`config.mk`:
```
export PLATFORM = sky130hd
export DESIGN_NAME = dvi_i2c_write_master
export DESIGN_NICKNAME = d
export VERILOG_FILES = /design/src/rtl/dvi_i2c_write_master.sv
export SDC_FILE = /design/constraint.sdc
export NUM_CORES = 1
export LEC_CHECK = 0
export CAP_MARGIN = 20
export CORE_MARGIN = 2
export CORE_UTILIZATION = 25
export DETAILED_ROUTE_END_ITERATION = 10
export GPL_ROUTABILITY_DRIVEN = 0
export PLACE_DENSITY_LB_ADDON = 0.08
export SYNTH_ARGS = -nofsm -noshare
export SYNTH_HDL_FRONTEND = slang
export SYNTH_SLANG_ARGS = --single-unit
```
`constraint.sdc`:
```
create_clock -name CLK -period 10.31 [get_ports CLK]
set_clock_uncertainty 0.2 [all_clocks]
set_input_delay 3.093 -clock CLK [delete_from_list [all_inputs] [get_ports CLK]]
set_output_delay 3.093 -clock CLK [all_outputs]
set_load 0.02 [all_outputs]
```
`src/rtl/dvi_i2c_write_master.sv`:
```
// Hardware-timed 3-byte I2C write engine (device address, register, data) behind a
// 5-port PicoBlaze register window: DEV, REG, DATA, START strobe, STATUS.
module dvi_i2c_write_master #(
    parameter int          QTR_DIV   = 312,
    parameter logic [7:0]  BASE_PORT = 8'h00
) (
    input  logic       CLK,
    input  logic       RESET,
    input  logic [7:0] PORT_ID,
    input  logic [7:0] OUT_PORT,
    input  logic       WRITE_STROBE,
    input  logic       READ_STROBE,
    output logic [7:0] IN_PORT,
    input  logic       SDA_IN,
    output logic       SDA_OE,
    output logic       SCL_OE,
    output logic       BUSY
);

    localparam int         QW     = $clog2(QTR_DIV);
    localparam logic [7:0] P_DEV  = BASE_PORT;
    localparam logic [7:0] P_REG  = BASE_PORT + 8'd1;
    localparam logic [7:0] P_DATA = BASE_PORT + 8'd2;
    localparam logic [7:0] P_GO   = BASE_PORT + 8'd3;
    localparam logic [7:0] P_STAT = BASE_PORT + 8'd4;

    typedef enum logic [2:0] {
        ST_IDLE,
        ST_START,
        ST_BIT,
        ST_ACK,
        ST_STOP
    } state_t;

    state_t         state, state_n;
    logic [1:0]     qtr, qtr_n;
    logic [2:0]     bitn, bitn_n;
    logic [1:0]     byten, byten_n;
    logic [QW-1:0]  qcnt;
    logic           tick, go, finish, ack_smp, nack, done, cur_bit;
    logic [7:0]     dev_r, reg_r, data_r, tx_dev, tx_reg, tx_data, cur_byte, rd_data;
    logic [1:0]     drv_n;
    logic           unused_rd;

    assign unused_rd = READ_STROBE;
    assign BUSY      = (state != ST_IDLE);
    assign go        = WRITE_STROBE && (PORT_ID == P_GO) && (state == ST_IDLE);
    assign tick      = (state != ST_IDLE) && (qcnt == QW'(QTR_DIV - 1));

    // Line drive per phase as {scl_oe, sda_oe}; 1 pulls the line low.
    function automatic logic [1:0] drive(input state_t s, input logic [1:0] q, input logic b);
        logic [1:0] r;
        r = 2'b00;
        case (s)
            ST_START: r = (q == 2'd0) ? 2'b00 : (q == 2'd1) ? 2'b01 : 2'b11;
            ST_BIT:   r = {~q[1], ~b};
            ST_ACK:   r = {~q[1], 1'b0};
            ST_STOP:  r = (q == 2'd0) ? 2'b11 : (q == 2'd1) ? 2'b01 : 2'b00;
            default:  r = 2'b00;
        endcase
        return r;
    endfunction

    always_comb begin
        state_n = state;
        qtr_n   = qtr;
        bitn_n  = bitn;
        byten_n = byten;
        finish  = 1'b0;
        if (state == ST_IDLE) begin
            if (go) begin
                state_n = ST_START;
                qtr_n   = 2'd0;
            end
        end else if (tick) begin
            qtr_n = qtr + 2'd1;
            if (qtr == 2'd3) begin
                case (state)
                    ST_START: begin
                        state_n = ST_BIT;
                        bitn_n  = 3'd0;
                        byten_n = 2'd0;
                    end
                    ST_BIT: begin
                        if (bitn == 3'd7) state_n = ST_ACK;
                        else              bitn_n  = bitn + 3'd1;
                    end
                    ST_ACK: begin
                        if (ack_smp || byten == 2'd2) begin
                            state_n = ST_STOP;
                        end else begin
                            state_n = ST_BIT;
                            bitn_n  = 3'd0;
                            byten_n = byten + 2'd1;
                        end
                    end
                    ST_STOP: begin
                        state_n = ST_IDLE;
                        finish  = 1'b1;
                    end
                    default: state_n = ST_IDLE;
                endcase
            end
        end
    end

    // Outputs are registered from the next-state decode so they change exactly at the
    // phase boundary without combinational glitches on the bus.
    always_comb begin
        case (byten_n)
            2'd0:    cur_byte = tx_dev;
            2'd1:    cur_byte = tx_reg;
            default: cur_byte = tx_data;
        endcase
        cur_bit = cur_byte[3'd7 - bitn_n];
        drv_n   = drive(state_n, qtr_n, cur_bit);
    end

    always_comb begin
        rd_data = '0;
        if      (PORT_ID == P_DEV)  rd_data = dev_r;
        else if (PORT_ID == P_REG)  rd_data = reg_r;
        else if (PORT_ID == P_DATA) rd_data = data_r;
        else if (PORT_ID == P_STAT) rd_data = {5'b0, done, nack, BUSY};
    end

    always_ff @(posedge CLK) begin
        if (RESET) begin
            state   <= ST_IDLE;
            qtr     <= '0;
            bitn    <= '0;
            byten   <= '0;
            qcnt    <= '0;
            SCL_OE  <= 1'b0;
            SDA_OE  <= 1'b0;
            IN_PORT <= '0;
            dev_r   <= '0;
            reg_r   <= '0;
            data_r  <= '0;
            tx_dev  <= '0;
            tx_reg  <= '0;
            tx_data <= '0;
            ack_smp <= 1'b0;
            nack    <= 1'b0;
            done    <= 1'b0;
        end else begin
            state   <= state_n;
            qtr     <= qtr_n;
            bitn    <= bitn_n;
            byten   <= byten_n;
            qcnt    <= (state == ST_IDLE || tick) ? '0 : qcnt + QW'(1);
            {SCL_OE, SDA_OE} <= drv_n;
            IN_PORT <= rd_data;
            if (WRITE_STROBE && PORT_ID == P_DEV)  dev_r  <= OUT_PORT;
            if (WRITE_STROBE && PORT_ID == P_REG)  reg_r  <= OUT_PORT;
            if (WRITE_STROBE && PORT_ID == P_DATA) data_r <= OUT_PORT;
            if (go) begin
                tx_dev  <= {dev_r[7:1], 1'b0};
                tx_reg  <= reg_r;
                tx_data <= data_r;
                nack    <= 1'b0;
                done    <= 1'b0;
            end
            if (state == ST_ACK && tick && qtr == 2'd2) begin
                ack_smp <= SDA_IN;
                if (SDA_IN) nack <= 1'b1;
            end
            if (finish) done <= 1'b1;
        end
    end

endmodule

```
==> impl_metrics.yaml, run 1 <==
hold_path:
  hp-class: "flop to flop"
  hold_depth: 1
  hp-start: "qcnt[0]$_SDFF_PP0_"
floorplanning:
  dieHeight_um: 125
  initial_core_util_pct: 25.4
  rows: 44
  io_pins: 32
  die_width_um: 125
  die_area_um2: 15600
  core-area_um2: 14400
worst_setup_path:
  crit_arrival_ns: 6.41
  endpoint_kind: "flop"
  reg2regPathDepth: 7
  reg2reg_setup_slack_ns: 6.71
  r2r_end: "SDA_OE$_SDFF_PP0_"
  worstPathRequired_ns: 10.37
  r2r-start: "qcnt[3]$_SDFF_PP0_"
  crit_start: "PORT_ID[0]"
  critPathLaunchType: "input pin"
  endpoint: "SDA_OE$_SDFF_PP0_"
  worstSetupPathType: "input pin to flop"
  crit_fanout: 26
sta:
  maxSlewViolCount: 0
  finalSetupTns_ns: 0
  rsz0062_at_grt: "no"
  worstMarginPinSlew_ns: 0.973
  whs_ns: 0.240
  max_freq_ghz: 0.157
  fin_crit_sh_pct: 61.6
  maxSlewHeadroom_pct: 34.2
  period_needed_ns: 6.35
  setup_viol: 0
  finalHoldViolations: 0
cells_and_area:
  drive_above_1_share_pct: 6.96
  largest_reg_flops: 9
  layout_commonest_cell: "dfxtp_1"
  area_growth_pct: 22.3
  regMostFlops: "qcnt"
  fin_nets: 481
  layout_common_cells: "79 x dfxtp_1, 63 x nand2_1, 54 x nor2_1, 44 x a21oi_1, 29 x clkdlybuf4s50_1"
  fin_util_pct: 31.0
  diodes: 0
clocking:
  ctsResizeCount: 0
  ctsHoldBuffers: 0
  cts_tree: "built"
  clk_pin_slew_ns: 0.06
  clk_latency_ns: 0.35
  post_cts_buffers: 0
  cts_sinks: 79
  htreeDepth: 3
  cts_buffers: 9
  cts_max_path_buffers: 2
  cts_root_buffer: "clkbuf_16"
grt:
  grt_overflow: 0
  grt_pass1_vias: 2989
  grt_pass1_wl_mm: 16.2
  antenna_found_initial: 0
  gr-usage-all-layers_pct: 13.3
  grt_max_degree: 73
synthesis:
  netlist_area_um2: 3640
  synth_warnings: 0
  synth-seq-cells: 79
  async_reset_ff_share_pct: 0
  synth_ff_type: "dfxtp_1"
  synth_seq_area_share_pct: 43.4
  synth_edf_count: 0
  yosys.area.top_type: "dfxtp_1"
  syn_inst: 433
  yosysUniqueCellTypes: 55
  synth.area.top_cells: "dfxtp_1 43%, mux2i_1 7.4%, nand2_1 6.5%"
  syn_nets: 459
  synth_top_area_share_pct: 43.4
  syn-mean-instance-area_um2: 8.41
drt:
  drcViolationCount: 0
  viasPerCell: 4.70
  postRouteAntennaNets: 0
  wl_mm: 10.1
  drtPass1Iterations: 4
  drtIter0Drc: 196
  vias: 3025
  wl_per_cell_um: 15.6
job:
  drv_cap: 0
pwr:
  power_density_nw_per_um2: 157
  leakage_nw: 1.59
  peakVddDrop_uv: 92.1
place:
  post-dp-hpwl_mm: 7.26
  portBuffers: 30
status:
  status: "complete, no violations"
power breakdown:
group	switching, mW	internal (mW)	total, mW
clock	0.133	0.239	0.372
sequential	0.000147	0.305	0.305
combinational	0.0116	0.00849	0.0201
total	0.145	0.552	0.697
cell families after synthesis:
family	Yosys count	synth area share, %
adders and majority gates	5	1.72
muxes	33	9.58
and+or+nand+nor	193	25.1
AOI/OAI and AO/OA	84	15.3
DFF	79	43.4
xor gates and xnor gates	6	1.44
buffers and inverters	33	3.43
critical path, cell delays in order:
cell             delay (ns)
clkdlybuf4s50_1        0.93
and3_1                 0.29
and4_1                 0.82
a221o_1                0.27
nand3_1                0.09
a211oi_1               0.59
a31oi_1                0.08
o22ai_1                0.23
layout make-up:
cell class	instances	area, um2
multi-input combinational	321	1940
fill	1550	9910
clock buffer	10	229
sequential	79	1580
clock inverter	6	118
inverter	11	41.3
timing repair buffer	33	318
tap	184	230
synth_stat cells (all sizes together) (4+ instances only):
| cell type | instances |
|---|---|
| a21oi | 44 |
| and3 | 6 |
| clkbuf | 20 |
| dfxtp | 79 |
| ha | 5 |
| inv | 11 |
| mux2 | 5 |
| mux2i | 27 |
| nand2 | 63 |
| nand3 | 18 |
| nand4 | 4 |
| nor2 | 54 |
| nor2b | 5 |
| nor3 | 13 |
| nor4 | 6 |
| o211ai | 4 |
| o21a | 4 |
| o21ai | 6 |
| xnor2 | 4 |
how the worst min path moves through the flow:
stage          slack, ns                  to
2_1_floorplan       0.21  qcnt[0]$_SDFF_PP0_
3_3_place_gp        0.23  qcnt[0]$_SDFF_PP0_
3_5_place_dp        0.24  qcnt[0]$_SDFF_PP0_
4_1_cts             0.25  qcnt[0]$_SDFF_PP0_
5_1_grt             0.26  qcnt[0]$_SDFF_PP0_
6_report            0.24  qcnt[0]$_SDFF_PP0_
per-stage QoR:
step	cell area [um2]	worst slack [ns]	instances	power, mW
3_5_place_dp	4110	3.56	628	0.333
2_1_floorplan	3640	5.12	433	0.321
6_report	4450	3.96	644	0.697
3_3_place_gp	4110	3.57	628	0.333
4_1_cts	4450	3.92	644	0.710
5_1_grt	4450	3.76	644	0.722
per-layer routing:
layer  GRT usage [%]  routed length (um)
met4            3.44                 109
met1            17.1                4990
met3            3.99                 303
met2            21.9                4650
met5               0                   0
Note: power is estimated with default switching activity, not from simulation.
==> inputs of run 2 (changes only) <==
clock period = 5.6 ns   (was 10.31 ns; I/O delays follow)
==> impl_metrics.yaml, run 2 (same netlist as run 1, synthesis figures left out) <==
status:
  status: "complete, no violations"
sta:
  max_freq_ghz: 0.232
  setup_viol: 0
  rsz0062_at_grt: "no"
  period_needed_ns: 4.32
  finalHoldViolations: 0
  maxSlewHeadroom_pct: 53.5
  finalSetupTns_ns: 0
  maxSlewViolCount: 0
  fin_crit_sh_pct: 77.1
  worstMarginPinSlew_ns: 0.694
hold_path:
  hold_depth: 1
  hp-start: "qcnt[0]$_SDFF_PP0_"
  min_to: "qcnt[0]$_SDFF_PP0_"
  hp-class: "flop to flop"
clocking:
  cts_max_path_buffers: 2
  htreeDepth: 3
  post_cts_buffers: 0
  cts_buffers: 9
  cts_tree: "built"
  ctsResizeCount: 0
  cts_sinks: 79
  cts_root_buffer: "clkbuf_16"
  ctsHoldBuffers: 0
  clk_pin_slew_ns: 0.06
  clk_latency_ns: 0.34
place:
  portBuffers: 30
  post-dp-hpwl_mm: 7.45
drt:
  vias: 3108
  drtPass1Iterations: 4
  wl_per_cell_um: 15.8
  drcViolationCount: 0
  wl_mm: 10.2
  viasPerCell: 4.81
  drtIter0Drc: 212
  postRouteAntennaNets: 0
pwr:
  peakVddDrop_uv: 148
  power_density_nw_per_um2: 255
  leakage_nw: 1.58
cells_and_area:
  regMostFlops: "qcnt"
  layout_common_cells: "79 x dfxtp_1, 63 x nand2_1, 54 x nor2_1, 44 x a21oi_1, 29 x clkdlybuf4s50_1"
  area_growth_pct: 20.7
  fin_util_pct: 30.6
  layout_commonest_cell: "dfxtp_1"
  drive_above_1_share_pct: 7.36
  fin_nets: 486
  diodes: 0
  largest_reg_flops: 9
floorplanning:
  die_width_um: 125
  io_pins: 32
  dieHeight_um: 125
  core-area_um2: 14400
  initial_core_util_pct: 25.4
  rows: 44
  die_area_um2: 15600
worst_setup_path:
  critPathLaunchType: "input pin"
  r2r_end: "SDA_OE$_SDFF_PP0_"
  reg2reg_setup_slack_ns: 2.08
  crit_arrival_ns: 4.38
  worstPathRequired_ns: 5.66
  endpoint_kind: "flop"
  worstSetupPathType: "input pin to flop"
  reg2regPathDepth: 9
  r2r-start: "byten[0]$_SDFF_PP0_"
  crit_fanout: 12
grt:
  grt_util_met2_pct: 22.2
  grtUsageMet3_pct: 2.58
  grt_pass1_wl_mm: 17.0
  grt_overflow: 0
  grt_max_degree: 38
  grt_use_met1_pct: 18.4
  grt-busiest-layer: "met2"
  grt_pass1_vias: 3112
  gr-usage-all-layers_pct: 13.9
  antenna_found_initial: 0
job:
  drv_cap: 0
## run 2: per-stage QoR
step | hold slack [ns] | setup slack [ns] | power [mW] | std cells | cell area [um2]
after global routing | 0.264 | 1.05 | 1.17 | 646 | 4400
final | 0.237 | 1.28 | 1.12 | 646 | 4400
after floorplan | 0.213 | 1.82 | 0.591 | 433 | 3640
after detailed placement | 0.236 | 0.973 | 0.613 | 633 | 4150
after CTS | 0.244 | 1.28 | 1.14 | 646 | 4400
after global placement | 0.229 | 1.01 | 0.614 | 633 | 4150
## run 2: worst max-delay path by stage
stage	from	to	slack, ns
2_1_floorplan	PORT_ID[3]	SDA_OE$_SDFF_PP0_	1.82
3_3_place_gp	WRITE_STROBE	SDA_OE$_SDFF_PP0_	1.01
3_5_place_dp	WRITE_STROBE	SDA_OE$_SDFF_PP0_	0.97
4_1_cts	WRITE_STROBE	SDA_OE$_SDFF_PP0_	1.28
5_1_grt	PORT_ID[3]	SDA_OE$_SDFF_PP0_	1.05
6_report	WRITE_STROBE	SDA_OE$_SDFF_PP0_	1.28
## run 2: area by class of cell
class,count,area (um2)
fillers,1563,9970
multi-input cells,321,1940
flip-flops and latches,79,1580
repair buffers,38,355
clock buffers,11,243
well taps,184,230
inverters,11,41.3
clock inverters,2,10.0
## run 2: critical path, cell delays in order
cell,delay [ns]
clkdlybuf4s50_1,0.67
and3_1,0.34
and4_1,0.27
a221oi_1,0.38
nand3b_1,0.12
a211oi_1,0.63
a31oi_1,0.08
o22ai_1,0.20
## run 2: routing by layer
layer	part of all wire, %	vias to the layer above	wire [um]
met5	0	-	0
met4	1.8	0	180
met1	49	1468	4990
met2	47	42	4790
met3	2.3	13	235
li1	-	1585	-
## run 2: report_power, final
group	total (mW)	switching, mW	internal (mW)	leakage (nW)
logic	0.0380	0.0214	0.0165	0.815
clock network	0.522	0.219	0.303	0.127
registers	0.563	0.000269	0.562	0.636
